==> src/rtl/instruction_fetch_pkg.sv <==
// instruction_fetch_pkg: shared CPU widths, opcode field bounds and fetch FSM encoding
package instruction_fetch_pkg;
  localparam int XLEN = 16;
  localparam int OP_HI = 15;
  localparam int OP_LO = 12;
  localparam logic [3:0] HALT_OPCODE_DEF = 4'hF;
  localparam logic [1:0] ST_IDLE = 2'd0;
  localparam logic [1:0] ST_FETCH = 2'd1;
  localparam logic [1:0] ST_HALT = 2'd2;
  localparam logic [1:0] ST_FAULT = 2'd3;
endpackage

==> src/rtl/instruction_fetch_pc.sv <==
// instruction_fetch_pc: program counter with redirect load, +2 advance and hold
module instruction_fetch_pc
  import instruction_fetch_pkg::*;
#(
  parameter logic [XLEN-1:0] RESET_PC = '0
) (
  input  logic            clk,
  input  logic            rst_n,
  input  logic            load,
  input  logic            advance,
  input  logic [XLEN-1:0] target,
  output logic [XLEN-1:0] pc
);
  always_ff @(posedge clk or negedge rst_n)
    if (!rst_n) pc <= RESET_PC;
    else if (load) pc <= target & ~XLEN'(1);
    else if (advance) pc <= pc + XLEN'(2);
endmodule

==> src/rtl/instruction_fetch.sv <==
// instruction_fetch: fetch FSM and IF/ID register feeding the decoder,
// with redirect flush, halt detection and out-of-range fetch fault.
module instruction_fetch
  import instruction_fetch_pkg::*;
#(
  parameter logic [XLEN-1:0] RESET_PC = 16'h0000,
  parameter int IMEM_BYTES = 128,
  parameter logic [3:0] HALT_OPCODE = HALT_OPCODE_DEF
) (
  input  logic            Clock,
  input  logic            ResetN,
  input  logic            Run,
  output logic [XLEN-1:0] PCAddress,
  input  logic [XLEN-1:0] Instruction,
  input  logic            Redirect,
  input  logic [XLEN-1:0] RedirectTarget,
  input  logic            DecodeReady,
  output logic            InstrValid,
  output logic [XLEN-1:0] InstrOut,
  output logic [XLEN-1:0] InstrPC,
  output logic            Halted,
  output logic            FetchFault
);
  localparam logic [XLEN-1:0] PC_MAX = XLEN'(IMEM_BYTES - 2);
  logic [1:0] state;
  logic redir, cap_ok, fault, capture, is_halt;
  // Redirect takes priority over stall, halt and fault in the same cycle
  always_comb begin
    redir = Redirect && (state == ST_IDLE || state == ST_FETCH);
    cap_ok = state == ST_FETCH && Run && (!InstrValid || DecodeReady) && !redir;
    fault = cap_ok && PCAddress > PC_MAX;
    capture = cap_ok && !fault;
    is_halt = Instruction[OP_HI:OP_LO] == HALT_OPCODE;
  end
  instruction_fetch_pc #(.RESET_PC(RESET_PC)) u_pc (
    .clk(Clock),
    .rst_n(ResetN),
    .load(redir),
    .advance(capture && !is_halt),
    .target(RedirectTarget),
    .pc(PCAddress)
  );
  always_ff @(posedge Clock or negedge ResetN)
    if (!ResetN) begin
      state <= ST_IDLE;
      InstrValid <= 1'b0;
      InstrOut <= '0;
      InstrPC <= '0;
    end else begin
      if (redir) InstrValid <= 1'b0;
      else if (capture) begin
        InstrValid <= 1'b1;
        InstrOut <= Instruction;
        InstrPC <= PCAddress;
      end else if (DecodeReady) InstrValid <= 1'b0;
      if (fault) state <= ST_FAULT;
      else if (capture && is_halt) state <= ST_HALT;
      else if (state == ST_IDLE && Run) state <= ST_FETCH;
      else if (state == ST_FETCH && !Run) state <= ST_IDLE;
    end
  assign Halted = state == ST_HALT;
  assign FetchFault = state == ST_FAULT;
endmodule

==> config.mk <==
export PLATFORM = sky130hd
export DESIGN_NAME = instruction_fetch
export DESIGN_NICKNAME = d
export VERILOG_FILES = /design/src/rtl/instruction_fetch_pkg.sv /design/src/rtl/instruction_fetch_pc.sv /design/src/rtl/instruction_fetch.sv
export SDC_FILE = /design/constraint.sdc
export NUM_CORES = 1
export LEC_CHECK = 0
export CORE_ASPECT_RATIO = 2
export CORE_MARGIN = 1
export CORE_UTILIZATION = 28
export CTS_BUF_LIST = sky130_fd_sc_hd__clkbuf_8 sky130_fd_sc_hd__clkbuf_16
export CTS_CLUSTER_SIZE = 25
export DETAILED_ROUTE_END_ITERATION = 6
export SLEW_MARGIN = 20
export SYNTH_ARGS = -nofsm -noshare
export SYNTH_HDL_FRONTEND = slang
export SYNTH_HIERARCHICAL = 1
export SYNTH_SLANG_ARGS = --single-unit
==> constraint.sdc <==
create_clock -name Clock -period 4.56 [get_ports Clock]
set_clock_uncertainty 0.15 [all_clocks]
set_input_delay 0.456 -clock Clock [delete_from_list [all_inputs] [get_ports Clock]]
set_output_delay 0.456 -clock Clock [all_outputs]
set_load 0.01 [all_outputs]
; Yosys cells after proc, flatten, opt, wreduce, memory -nomap -nowiden
; Cells that the tools add are included.
[op_classes]
n_mul = 0
order_cmp = 1
mux = 9
n_shift = 0
div_mod_pow = 0
eq_ne = 4
add_sub_neg = 1
reduce_logical = 22
n_bitwise = 1
[ops]
columns = operator, n
row1 = 16-bit 2-to-1 mux, 2
row2 = 16-bit by 2-bit adder with 16-bit output (second input constant), 1
row3 = 16-bit by 7-bit > comparator with 1-bit output (second input constant), 1
row4 = 1-bit logical AND, 10
row5 = 2-bit 2-to-1 mux, 4
row6 = 1-bit logical NOT, 5
row7 = 2-bit == test (second input constant), 2
row8 = 4-bit == test (second input constant), 1
row9 = 4-bit nonzero test, 1
row10 = 1-bit 2-to-1 mux, 3
row11 = 3-bit nonzero test, 1
row12 = 2-bit by 1-bit == test with 1-bit output (second input constant), 1
row13 = 2-bit logical NOT, 1
row14 = 1-bit logical OR, 2
row15 = 2-bit AND reduction, 1
row16 = 2-bit nonzero test, 1
row17 = 1-bit inverter, 1
[totals]
latchBits = 0
mem_bits_ro = 0
word_cells = 43
ram_bits = 0
regBits = 51
input_bits = 37
mem_count = 0
out_inout_bits = 51

; Longest topological paths before layout
[logic_depth]
word_depth = 11
mapped_depth = 10
ltp_nobuf = 7

; Hierarchy
; Netlist, hierarchy kept.
[modules_own_cells]
columns = mod, n_inst, area_each_um2, cells_per_inst, seq_area_each_um2
row1 = instruction_fetch, 1, 1375.1, 93, 875.8
row2 = instruction_fetch_pc, 1, 898.4, 98, 375.4

; Worst setup path before layout
; No wires, ideal clock.
[synth_timing]
kind = register to register
start = register u_pc.pc[9]
end = register u_pc.pc[12]
path_slack_ns = 1.768
setup_ns = 0.126
t_required_ns = 4.284
path_stages_with_launch = 10
arrival_time_ns = 2.516
synth_period_minus_slack_ns = 2.792
path_buffers = 2
path_cell_list = dfrtp_1 nor4_1 nand2_1 or4_1 nor2_1 buf_4 nand4_1 buf_2 o311a_2 a221o_1
[synth_via]
elab_chain_len = 6
elab_cells_between_ends = 9
classes_between = add/sub: 1 / order compare: 1 / mux: 2 / reduce/logical: 5
[synth_rtl]
columns = element, line
row1 = from (decl), instruction_fetch_pc.sv:12  ; output logic [XLEN-1:0] pc
row2 = from (signal assigned), instruction_fetch_pc.sv:16  ; else if (load) pc <= target & ~XLEN'(1);
row3 = from (signal assigned), instruction_fetch_pc.sv:17  ; else if (advance) pc <= pc + XLEN'(2);
row4 = 16-bit by 7-bit > comparator with 1-bit output, instruction_fetch.sv:31  ; fault = cap_ok && PCAddress > PC_MAX;
row5 = 1-bit logical AND, instruction_fetch.sv:31
row6 = 1-bit logical NOT, instruction_fetch.sv:32  ; capture = cap_ok && !fault;
row7 = 1-bit logical AND, instruction_fetch.sv:32
row8 = 1-bit logical AND, instruction_fetch.sv:39  ; .advance(capture && !is_halt),
row9 = 2-bit nonzero test (no source line), --
; Several ways; a longest one is shown, not always the timed one. The select of a mux whose other input is x is not followed.
; A chain may end at the register's enable or synchronous reset.

; Final worst setup path
; Same ends and word-level chain as after synthesis.

==> impl_metrics.tcl <==
set metrics [dict create \
    pwr-share-clk_pct 25.3 \
    clock.fmax_mhz 311 \
    most-common-layout-cells "sky130_fd_sc_hd__clkdlybuf4s50_1 (84), sky130_fd_sc_hd__dfrtp_1 (50), sky130_fd_sc_hd__mux2_2 (22), sky130_fd_sc_hd__nor2b_1 (13)" \
    placement.io_buffers 85 \
    fin_worst_hold_slack_ns 0.116 \
    setup_repair_after_global_routing_missed_its_margin "no" \
    signed_area_change_from_the_synthesized_netlist_to_the_final_layout_pct 47.2 \
    clkSlewWorstSetupHoldPaths_ns 0.07 \
    fin_crit_sh_pct 70.4 \
    clk_latency_ns 0.29 \
    synth_seq_area_share_pct 55.0 \
    final-instance-count-excl-fill 374 \
    routabilityCongestion 0.735 \
    drt_first_pass_iters 4 \
    ys_ff_latch 50 \
    p_leak_nw 1.41 \
    cts-root-buf "sky130_fd_sc_hd__clkbuf_16" \
    timing_worst_slew_pin_value_ns 0.666 \
    cell_int_power_w 0.000998 \
    ratio_of_cells_with_drive_above_1_in_the_final_layout_pct 14.7 \
    cts_hold_repair.buffers 0 \
    async_set_reset_flop_share_out_of_synthesis_pct 100 \
    post_synthesis_cell_count 191 \
    clock_tree.buffer_depth 2 \
    run_status "completed" \
    global_route_wire_length_before_repair_um 9290 \
    post_drt_wl_per_cell_um 15.4 \
    global_route_usage_over_all_layers_pct 14.5 \
    net_switching_component_of_the_power_w 0.000497 \
    clock_tree_from_tritoncts "done" \
    post_cts.repair.setup_buffers 0 \
    yosysWarningCount 6 \
    detail_route.iter0.violations 84 \
    setup_total_negative_slack_ns 0 \
    vias 1793 \
    clock_tree.htree_level_count 2 \
    relSlewSlack_pct 55.6 \
    timing.critical_path.fanout_max 11 \
    place.detailed.instances 366 \
    grt_pass1_vias 1779 \
    power_switching_share_pct 33.2 \
    cap_viol_max_count 0 \
    final_max_slew_viol_count 0 \
    cts_inserted_buffers 5 \
    period_needed_ns 3.21 \
    nNetsFinal 315 \
    cts-resized-gates 0 \
    layout.cells.most_common "sky130_fd_sc_hd__clkdlybuf4s50_1" \
    post_synth_num_cell_types 41 \
    final-setup-viol-count 0 \
    p_seq_share_pct 43.5 \
    setup.worst_path.start_class "flip-flop" \
    worst-setup-path-type "flip-flop to flip-flop" \
    die_h_um 129 \
    insertedDiodeCount 0 \
    synthesis.nets 229 \
    globalRouteOverflowTotal 0 \
    hold_viol_final 0 \
    rows 46 \
    critical_path_required_ns 4.59 \
    finalWirelength_um 5750 \
    power-per-cell-area_nw_per_um2 446 \
    clock_sinks 50 \
    dpl_cell_area_um2 3200 \
    starting_density_of_the_core_pct 28.8 \
    route.antenna.remaining_nets 0 \
    post-route-drc-count 0 \
    synth_enable_flop_cells 0 \
    grt_max_degree 51 \
    category_of_the_worst_setup_path_capture_point "flip-flop" \
    ir_drop_mv 0.204 \
    combPwrFrac_pct 31.2 \
    placeableCoreArea_um2 7890 \
    synth.cell_area_um2 2270 \
    antenna_found_initial 0 \
    holdCritPathClass "primary input to async pin" \
    floorplan.die.width_um 65.7 \
    hpwlAfterDp_um 4150 \
    finish.instance_area_um2 3350 \
    syn-mean-instance-area_um2 11.9 \
    synth_top_flop_cell "sky130_fd_sc_hd__dfrtp_1" \
    detail_route.vias_per_cell 4.79 \
    fin_util_pct 42.4 \
    fp.dieArea_um2 8510 \
    timing.critical_path.arrival_ns 3.24 \
    design.portCount 88 \
]
==> layout make-up <==
type                       count  area, um2
clock buffer                   6        139
sequential                    50       1250
timing repair buffer          89        876
inverter                       2       7.51
clock inverter                 2       8.76
tap                           96        120
fill                         761       4540
multi-input combinational    129        945
==> per-layer routing <==
metal / wire (um) / global-route usage, %
met3: 238 / 2.82
met2: 3090 / 24.9
met1: 2300 / 16.9
met4: 121 / 6.91
met5: 0 / 0
==> worst max-delay path, cell delays in order (launching register included) <==
cell,delay (ns)
sky130_fd_sc_hd__dfrtp_1,0.45
sky130_fd_sc_hd__nor4_1,0.31
sky130_fd_sc_hd__nand2_1,0.18
sky130_fd_sc_hd__or4_1,0.56
sky130_fd_sc_hd__nor2_1,0.11
sky130_fd_sc_hd__buf_4,0.16
sky130_fd_sc_hd__nand4_1,0.39
sky130_fd_sc_hd__o311a_2,0.52
sky130_fd_sc_hd__a221o_1,0.26
==> synth_stat cells (3+ instances only) <==
cell | n | area [um2]
sky130_fd_sc_hd__mux2_2 | 22 | 248
sky130_fd_sc_hd__dfrtp_1 | 50 | 1250
sky130_fd_sc_hd__buf_6 | 3 | 33.8
sky130_fd_sc_hd__or4_1 | 6 | 45.0
sky130_fd_sc_hd__xor2_1 | 3 | 26.3
sky130_fd_sc_hd__nand2_1 | 12 | 45.0
sky130_fd_sc_hd__nand4_1 | 5 | 31.3
sky130_fd_sc_hd__clkbuf_1 | 3 | 11.3
sky130_fd_sc_hd__o31ai_1 | 3 | 22.5
sky130_fd_sc_hd__o21ai_0 | 9 | 45.0
sky130_fd_sc_hd__nor2b_1 | 13 | 81.3
sky130_fd_sc_hd__a31oi_1 | 7 | 43.8
sky130_fd_sc_hd__nand3_1 | 5 | 25.0
sky130_fd_sc_hd__or3_1 | 4 | 25.0
sky130_fd_sc_hd__nor2_1 | 12 | 45.0
==> flip-flops by register name, summed over array words and instances (netlist names) <==
register / flops
InstrValid: 1
u_pc/pc: 15
InstrOut: 16
state: 2
InstrPC: 16
==> worst paths after layout <==
path	from	to	slack (ns)	cells past startpoint
setup / recovery	u_pc/pc[9]	u_pc/pc[12]	1.35	8
hold reg to reg	InstrOut[15]	InstrOut[15]	0.33	1
max in group asynchronous	ResetN	InstrOut[7]	3.68	2
hold / removal	ResetN	u_pc/pc[9]	0.12	2
min in group Clock	InstrOut[15]	InstrOut[15]	0.33	1
setup reg to reg	u_pc/pc[9]	u_pc/pc[12]	1.35	8
==> through the flow <==
stage	total power, W	worst slack (ns)
final	0.00149	1.35
after global routing	0.00159	1.13
after CTS	0.00152	1.31
after detailed placement	0.00113	1.07
after global placement	0.00112	1.04
after floorplan	0.000866	1.77
==> power groups by stage <==
stage | registers [W] | clock network (W) | logic (W)
after floorplan | 0.000654 | 0 | 0.000211
after global placement | 0.000657 | 0 | 0.000459
after detailed placement | 0.000661 | 0 | 0.000469
after CTS | 0.000653 | 0.000393 | 0.000471
after global routing | 0.000670 | 0.000407 | 0.000512
final | 0.000650 | 0.000378 | 0.000466
==> logic make-up (layout without fill, tap and decap cells) <==
family	Yosys count	after routing	share of synthesized area, %
buf+inv	12	99	3.41
flops	50	50	55.0
simple gates	69	69	17.9
xor+xnor	4	4	1.54
compound gates	30	30	9.58
mux	24	24	11.8
other cells	1	1	0.165
fa+ha+maj	1	1	0.550
(Power assumes the default switching activity.)
